### src/rtl/agc_pkg.sv
// Constants and FSM state type shared by the AGC gain path and the downstream multiply stage.
// Latency: n/a (declarations only).
// Backpressure: n/a.
package agc_pkg;

    // Offset-binary zero of the ADC stream; the multiply stage uses it as well.
    localparam logic [7:0] MIDSCALE   = 8'd128;
    // Fractional bits of the gain word, U(GAIN_W-8).8.
    localparam int         GAIN_FRAC  = 8;
    // Gain of 1.0 in that format.
    localparam int         GAIN_UNITY = 1 << GAIN_FRAC;

    typedef enum logic [1:0] {
        IDLE,
        DIV,
        DONE
    } agc_state_t;

endpackage

### src/rtl/agc_restoring_div.sv
// Unsigned 16-bit / 8-bit restoring divider, one quotient bit per clock, MSB first.
// Latency: exactly 16 clocks after i_start; o_done pulses in the cycle after the last step.
// Backpressure: none; a new i_start restarts the divider and discards any division in flight.
//
// Ports: clk/rst_n (synchronous, active-low), i_start loads i_num/i_den,
//        o_quo truncated quotient (valid while o_done), o_run high while steps remain.
//        A zero denominator yields all-ones; callers treat that result as meaningless.
module agc_restoring_div (
    input  logic        clk,
    input  logic        rst_n,
    input  logic        i_start,
    input  logic [15:0] i_num,
    input  logic [7:0]  i_den,
    output logic [15:0] o_quo,
    output logic        o_run,
    output logic        o_done
);

    logic [15:0] r_quo;
    logic [7:0]  r_rem;
    logic [7:0]  r_den;
    logic [4:0]  r_cnt;
    logic        r_done;

    logic [8:0]  w_shift;
    logic        w_ge;
    logic [7:0]  w_diff;

    // The remainder is always below the denominator, so 8 bits hold it and the
    // shifted partial remainder needs only one extra bit.
    assign w_shift = {r_rem, r_quo[15]};
    assign w_ge    = (w_shift >= {1'b0, r_den});
    assign w_diff  = w_shift[7:0] - r_den;

    always_ff @(posedge clk) begin
        if (!rst_n) begin
            r_quo  <= '0;
            r_rem  <= '0;
            r_den  <= '0;
            r_cnt  <= '0;
            r_done <= 1'b0;
        end else begin
            r_done <= 1'b0;
            if (i_start) begin
                // Numerator bits are shifted out of the quotient register as
                // quotient bits are shifted in.
                r_quo <= i_num;
                r_rem <= '0;
                r_den <= i_den;
                r_cnt <= 5'd16;
            end else if (r_cnt != 5'd0) begin
                r_cnt <= r_cnt - 5'd1;
                r_quo <= {r_quo[14:0], w_ge};
                r_rem <= w_ge ? w_diff : w_shift[7:0];
                if (r_cnt == 5'd1) begin
                    r_done <= 1'b1;
                end
            end
        end
    end

    assign o_quo  = r_quo;
    assign o_run  = (r_cnt != 5'd0);
    assign o_done = r_done;

endmodule

### src/rtl/agc_gain_calc.sv
// Windowed ADC peak detector that converts peak deviation into gain = TARGET*256/(peak-128), saturated.
// Latency: 17 clocks from the edge accepting the window's last sample to the gain_valid cycle.
// Backpressure: none; samples are always accepted, gain_valid is a one-cycle strobe the consumer must latch.
//
// Ports: clkin_50MHz / rst_n (synchronous, active-low); sample_en + ADCin offset-binary sample stream;
//        gain_out U(GAIN_W-8).8, gain_valid strobe, peak_out window peak, no_signal when peak <= midscale,
//        busy while the divider is producing quotient bits.
module agc_gain_calc
    import agc_pkg::*;
#(
    parameter int WIN_LEN = 500,
    parameter int TARGET  = 36,
    parameter int GAIN_W  = 12
) (
    input  logic              clkin_50MHz,
    input  logic              rst_n,
    input  logic              sample_en,
    input  logic [7:0]        ADCin,
    output logic [GAIN_W-1:0] gain_out,
    output logic              gain_valid,
    output logic [7:0]        peak_out,
    output logic              no_signal,
    output logic              busy
);

    localparam logic [9:0]  LAST_IDX = 10'(WIN_LEN - 1);
    localparam logic [15:0] NUMER    = 16'(TARGET * 256);
    localparam logic [15:0] GAIN_MAX = 16'((1 << GAIN_W) - 1);

    agc_state_t        r_state;
    agc_state_t        w_next;

    logic [9:0]        r_cnt;
    logic [7:0]        r_peak;
    logic [7:0]        r_snap;
    logic              r_busy;
    logic [GAIN_W-1:0] r_gain;
    logic [7:0]        r_peak_out;
    logic              r_no_sig;
    logic              r_valid;

    logic [7:0]        w_peak_nxt;
    logic              w_close;
    logic [7:0]        w_den;
    logic              w_start;
    logic              w_publish;
    logic              w_sat;
    logic [GAIN_W-1:0] w_gain;
    logic [15:0]       w_quo;
    logic              w_div_run;
    logic              w_div_done;

    // First sample of a window replaces the peak outright so a previous
    // window's maximum can never leak forward.
    assign w_peak_nxt = ((r_cnt == 10'd0) || (ADCin >= r_peak)) ? ADCin : r_peak;
    assign w_close    = sample_en && (r_cnt == LAST_IDX);
    assign w_den      = (w_peak_nxt > MIDSCALE) ? (w_peak_nxt - MIDSCALE) : 8'd0;

    always_ff @(posedge clkin_50MHz) begin
        if (!rst_n) begin
            r_cnt  <= '0;
            r_peak <= MIDSCALE;
            r_snap <= MIDSCALE;
        end else begin
            if (sample_en) begin
                r_peak <= w_peak_nxt;
                r_cnt  <= w_close ? 10'd0 : (r_cnt + 10'd1);
            end
            // A close arriving while a division is in flight is dropped.
            if (w_start) begin
                r_snap <= w_peak_nxt;
            end
        end
    end

    always_ff @(posedge clkin_50MHz) begin
        if (!rst_n) begin
            r_state <= IDLE;
        end else begin
            r_state <= w_next;
        end
    end

    always_comb begin
        w_next    = r_state;
        w_start   = 1'b0;
        w_publish = 1'b0;
        case (r_state)
            IDLE: begin
                if (w_close) begin
                    w_start = 1'b1;
                    w_next  = DIV;
                end
            end
            DIV: begin
                if (w_div_done) begin
                    w_publish = 1'b1;
                    w_next    = DONE;
                end
            end
            DONE: begin
                w_next = IDLE;
            end
            default: begin
                w_next = IDLE;
            end
        endcase
    end

    agc_restoring_div u_div (
        .clk     (clkin_50MHz),
        .rst_n   (rst_n),
        .i_start (w_start),
        .i_num   (NUMER),
        .i_den   (w_den),
        .o_quo   (w_quo),
        .o_run   (w_div_run),
        .o_done  (w_div_done)
    );

    // Zero deviation means the quotient is garbage; treat it like overflow.
    assign w_sat  = (r_snap <= MIDSCALE) || (w_quo > GAIN_MAX);
    assign w_gain = w_sat ? GAIN_MAX[GAIN_W-1:0] : w_quo[GAIN_W-1:0];

    always_ff @(posedge clkin_50MHz) begin
        if (!rst_n) begin
            r_gain     <= GAIN_W'(GAIN_UNITY);
            r_peak_out <= MIDSCALE;
            r_no_sig   <= 1'b0;
            r_valid    <= 1'b0;
            r_busy     <= 1'b0;
        end else begin
            r_valid <= w_publish;
            // Registered copy of the divider's step activity: high for the 16
            // cycles following the load edge.
            r_busy  <= w_div_run;
            if (w_publish) begin
                r_gain     <= w_gain;
                r_peak_out <= r_snap;
                r_no_sig   <= (r_snap <= MIDSCALE);
            end
        end
    end

    assign gain_out   = r_gain;
    assign gain_valid = r_valid;
    assign peak_out   = r_peak_out;
    assign no_signal  = r_no_sig;
    assign busy       = r_busy;

    a_close_only_in_idle: assert property (
        @(posedge clkin_50MHz) disable iff (!rst_n) w_close |-> (r_state == IDLE)
    );

endmodule

### config.mk
export PLATFORM = sky130hd
export DESIGN_NAME = agc_gain_calc
export DESIGN_NICKNAME = d
export VERILOG_FILES = /design/src/rtl/agc_pkg.sv /design/src/rtl/agc_restoring_div.sv /design/src/rtl/agc_gain_calc.sv
export SDC_FILE = /design/constraint.sdc
export NUM_CORES = 1
export LEC_CHECK = 0
export BUFFER_PORTS_ARGS = -buffer_cell sky130_fd_sc_hd__buf_2
export CORE_MARGIN = 2
export CORE_UTILIZATION = 65
export CTS_CLUSTER_SIZE = 12
export DETAILED_ROUTE_END_ITERATION = 8
export HOLD_SLACK_MARGIN = 0.06
export PLACE_DENSITY = 0.93
export SKIP_CTS_REPAIR_TIMING = 1
export SLEW_MARGIN = 10
export SYNTH_ARGS = -nofsm -noshare
export SYNTH_HDL_FRONTEND = slang
export SYNTH_HIERARCHICAL = 1
export SYNTH_SLANG_ARGS = --single-unit
### constraint.sdc
create_clock -name clkin_50MHz -period 4.27 [get_ports clkin_50MHz]
set_input_delay 0.2135 -clock clkin_50MHz [delete_from_list [all_inputs] [get_ports clkin_50MHz]]
set_output_delay 0.2135 -clock clkin_50MHz [all_outputs]
set_load 0.02 [all_outputs]
==> impl.org <==
** Placed design
- Routability-driven placement finished with a final weighted congestion of roughly 0.86.
- Port buffering added 33 buffers.
- HPWL after detailed placement :: between 6 and 7 mm

** Power and ir drop
- Power consumption :: 0.00242 W
- The analysis attributes to cell leakage a power of 2.04 nW.
- Worst VDD drop :: between 0.2 and 0.25 mV
- Ratio of total power to cell area :: roughly 480 nW/um2

** Layout
- Ratio of cells with drive above 1 in the final layout :: approximately 14%
- Area Overhead vs Synth :: 9.16%
- Number of fill cells in the layout :: about 470
- Measured on the finished design, the core utilization comes to 73.7%.
- Diode insertion count for antenna repair :: 0
- Total number of nets in the final design :: between 500 and 600

** Detailed routing
- Vias/cell :: approximately 6
- Routed wire length :: a little over 10 mm
- For this run, design rule violations remaining after detail routing come to 0.
- The first routing iteration left roughly 400 violations.
- Total via count in the routed design :: approximately 4,000
- Dividing the detail-routed wire length by the instance count gives ~15 um.
- In this run the remaining antenna-violating nets after routing total 0.
- Number of optimization iterations in the first detailed-route pass :: 6

** CTS
- TritonCTS built the clock tree.
- Worst-path clk slew :: 0.09 ns
- Largest buffer count on any clock path :: 2
- Clock Sinks :: 89
- Clock buffers created by TritonCTS :: 9
- Root buf cell :: sky130_fd_sc_hd__clkbuf_8
- Maximum level of the CTS H-tree :: 3
- The later pin in the worst-skew pair is clocked with a latency of about 0.36 ns.

** Synthesis
- Post-synthesis average cell area :: 8.61 um2
- Most repeated cell in the gate-level netlist after synthesis :: sky130_fd_sc_hd__dfxtp_1
- Area fraction of the dominant cell type after synthesis :: 38.8%
- Of the post-synthesis cell area, the part taken by muxes is under 10%.
- Synthesized-area fraction occupied by xor and xnor cells :: 2.29%
- Summing the areas of all compound-gate instances in the mapped netlist gives 17.1% of the synthesized area.
- Synthesis produced a netlist whose cell count is 533.
- Summing the areas of all and, or, nand and nor instances in the mapped netlist gives a little over a fifth of the synthesized area.
- Summed over all instances, the cell type with the most area after synthesis is sky130_fd_sc_hd__dfxtp_1.
- Dominant combinational cell family by area after synthesis :: simple AND/OR/NAND/NOR gates
- In this run, synthesis inferred 0 flip-flops with an integrated enable.
- After synthesis, the cell types taking the most area are sky130_fd_sc_hd__dfxtp_1, sky130_fd_sc_hd__mux2i_1, sky130_fd_sc_hd__nand2_1.
- Yosys cell types :: 60
- Post-synthesis adder-cell area fraction :: between 5 and 6%
- For this run, asynchronously set or reset flops after synthesis account for 0%.
- Among all flip-flop cells after synthesis, the most frequent one is sky130_fd_sc_hd__dfxtp_1.
- The mapped netlist covers about 4600 um2.
- The Yosys step of the flow raised 6 warnings.
- After synthesis, flip-flops and latches occupy between 30 and 40% of the total area.
- Counting instances in the post-synthesis netlist gives the leading cell types as sky130_fd_sc_hd__dfxtp_1, sky130_fd_sc_hd__nand2_1, sky130_fd_sc_hd__o21ai_0.
- Number of flip-flops and latches in the synthesized netlist :: 89

** Setup path
- At the worst endpoint, the required time is ~4.5 ns.
- The worst register-to-register path ends at u_div/r_rem[0].
- In this run the critical register-to-register path is launched from r_cnt[0].
- On the critical path, the stage with the largest delay is an instance of sky130_fd_sc_hd__nor2b_1.
- For this run, the slowest stage of the critical path takes ~0.77 ns.
- CP startpoint kind :: flip-flop
- Endpoint type of the worst setup path :: flip-flop
- The worst register-to-register path has a depth of 7.
- Crit path cell chain :: ha_1 > and3_1 > and4_2 > nor2b_1 > nand3_1 > or3_2 > o311ai_0
- Setup slack, reg-to-reg :: 1.37 ns
- In this run the worst path has a maximum fanout of a little under 60.
- Critical path data arrival time :: between 3 and 4 ns
- The critical path is of the reg2reg type.

** Timing
- Number of endpoints with negative hold slack in the final report :: 0
- Setup violators final :: 0
- Setup TNS Final :: 0 ns
- The number of pins with negative max-slew slack in the final report came to 0.
- Setup repair after global routing left no endpoint under its margin.
- Pin slew with the least headroom to its limit :: about 1.0 ns
- Final hold analysis gives a worst-case slack of between 0.1 and 0.15 ns.
- Of the available clock period, the critical path in the final layout requires 68.0%.
- The worst path in the final design needs a cycle of between 2 and 3 ns, including I/O delays and setup.
- Peak clock frequency supported by timing :: 344 MHz
- Skew final :: ~0.0094 ns
- Max-Slew Margin vs Limit :: 32.3%

** Global route
- Number of global-route vias before repair :: approximately 3,800
- The layer flagged by global routing as most heavily used is met2.
- The number of antenna violations at the first check in global routing was 0.
- Gr ovfl total :: 0
- Global-route wire length before repair :: 16.9 mm
- Global-route track usage on met2 :: a little under half
- Met1 routing resource usage after global routing :: a little over a third
- Largest net degree at the start of global routing :: 65
- Global Route met3 Usage :: under 10%
- GRT Resource Usage Total :: a little over a quarter

** Run status
- Run status :: finished, final reports clean

** Floorplanning
- Die height :: just under 90 um
- For this configuration, the core starts out at a cell density of 67.5%.
- The region available for standard cell placement spans between 6000 and 7000 um2.
- The die covers approximately 7700 um2.
- Row count :: 30
- For this design the top-level I/O count stands at 34.
- Horizontal die dimension :: 88.0 um

** Hold path
- The path class of the tightest hold or removal check is in2reg.
- Startpoint of the worst hold path :: ADCin[0]
- Counting instances, the worst hold path has a depth of 3.
- Hold Path End :: r_peak[0]

** Job
- Max-cap check violation count :: 0
cell families (layout without fill, tap and decap cells):
group	count (synthesis)	after routing
multiplexers	39	39
AO/OA/AOI/OAI	114	114
XOR/XNOR	12	12
buffers and inverters	55	78
flip-flops	89	89
adder cells (fa/ha/maj)	21	21
AND/OR/NAND/NOR	201	201
other	2	17
how the worst max path moves through the flow:
stage	from	endpoint	slack (ns)	depth (start not counted)
6_report	r_cnt[0]	u_div/r_rem[0]	1.37	7
5_1_grt	r_cnt[0]	u_div/r_rem[7]	1.15	7
4_1_cts	r_cnt[0]	u_div/r_rem[0]	1.38	7
3_5_place_dp	r_cnt[0]	u_div/r_rem[0]	1.44	7
3_3_place_gp	r_cnt[0]	u_div/r_rem[0]	1.53	7
2_1_floorplan	r_cnt[0]	u_div/r_rem[5]	1.91	11
routing by layer:
layer	share of wire (%)	vias up
met1	42	1865
met4	1.7	0
li1	-	1919
met3	6.9	26
met5	0	-
met2	49	158
worst max-delay path: cells and delay by family (launching register included):
family | cells | cell delay, ns
adder cells (fa/ha/maj) | 1 | 0.26
flip-flops | 1 | 0.37
AND/OR/NAND/NOR | 5 | 2.06
AO/OA/AOI/OAI | 1 | 0.09
state kept, by name, summed over array words and instances, names as in the netlist:
name / count
no_signal: 1
busy: 1
u_div/r_den: 8
u_div/r_cnt: 5
r_snap: 8
gain_out: 12
r_cnt: 10
u_div/r_rem: 8
u_div/o_done: 1
peak_out: 8
r_peak: 8
u_div/o_quo: 16
gain_valid: 1
r_state: 2
layout by cell type, fill, tap and decap left out, types with 3 or more instances in the layout:
cell type and n:
sky130_fd_sc_hd__a211oi_1 3, sky130_fd_sc_hd__a211oi_2 3, sky130_fd_sc_hd__a21oi_1 19, sky130_fd_sc_hd__a31oi_1 10, sky130_fd_sc_hd__and2_1 17, sky130_fd_sc_hd__and3_1 4
sky130_fd_sc_hd__buf_2 33, sky130_fd_sc_hd__buf_4 3, sky130_fd_sc_hd__clkbuf_8 9, sky130_fd_sc_hd__conb_1 17, sky130_fd_sc_hd__dfxtp_1 89, sky130_fd_sc_hd__ha_1 20
sky130_fd_sc_hd__inv_1 25, sky130_fd_sc_hd__inv_6 4, sky130_fd_sc_hd__mux2i_1 38, sky130_fd_sc_hd__nand2_1 70, sky130_fd_sc_hd__nand2b_1 6, sky130_fd_sc_hd__nand3_1 26
sky130_fd_sc_hd__nand4_1 5, sky130_fd_sc_hd__nor2_1 29, sky130_fd_sc_hd__nor2b_1 11, sky130_fd_sc_hd__nor3_1 10, sky130_fd_sc_hd__o21ai_0 47, sky130_fd_sc_hd__o221a_2 11
sky130_fd_sc_hd__or3_1 4, sky130_fd_sc_hd__or3_2 4, sky130_fd_sc_hd__or3b_1 3, sky130_fd_sc_hd__xnor2_1 4, sky130_fd_sc_hd__xor2_1 8
power by group:
group / leakage [nW] / internal, W / switching (W) / total, W
logic: 1.21 / 0.000316 / 0.000546 / 0.000862
clock network: 0.105 / 0.000277 / 0.000316 / 0.000593
registers: 0.721 / 0.000901 / 0.0000626 / 0.000963
stage by stage:
stage | setup slack (ns) | std cells | cell area [um2]
2_1_floorplan | 1.91 | 548 | 4640
3_3_place_gp | 1.53 | 651 | 4810
3_5_place_dp | 1.44 | 651 | 4810
4_1_cts | 1.38 | 667 | 5010
5_1_grt | 1.15 | 667 | 5010
6_report | 1.37 | 667 | 5010
cell type report:
type,instances,area [um2],area share [%]
multi-input combinational,404,2620,52.4
sequential,89,1780,35.6
timing repair buffer,36,188,3.75
clock buffer,9,124,2.47
tap,96,120,2.40
inverter,26,97.6,1.95
clock inverter,7,75.1,1.50
No activity file was read; power rests on OpenSTA's default activity.
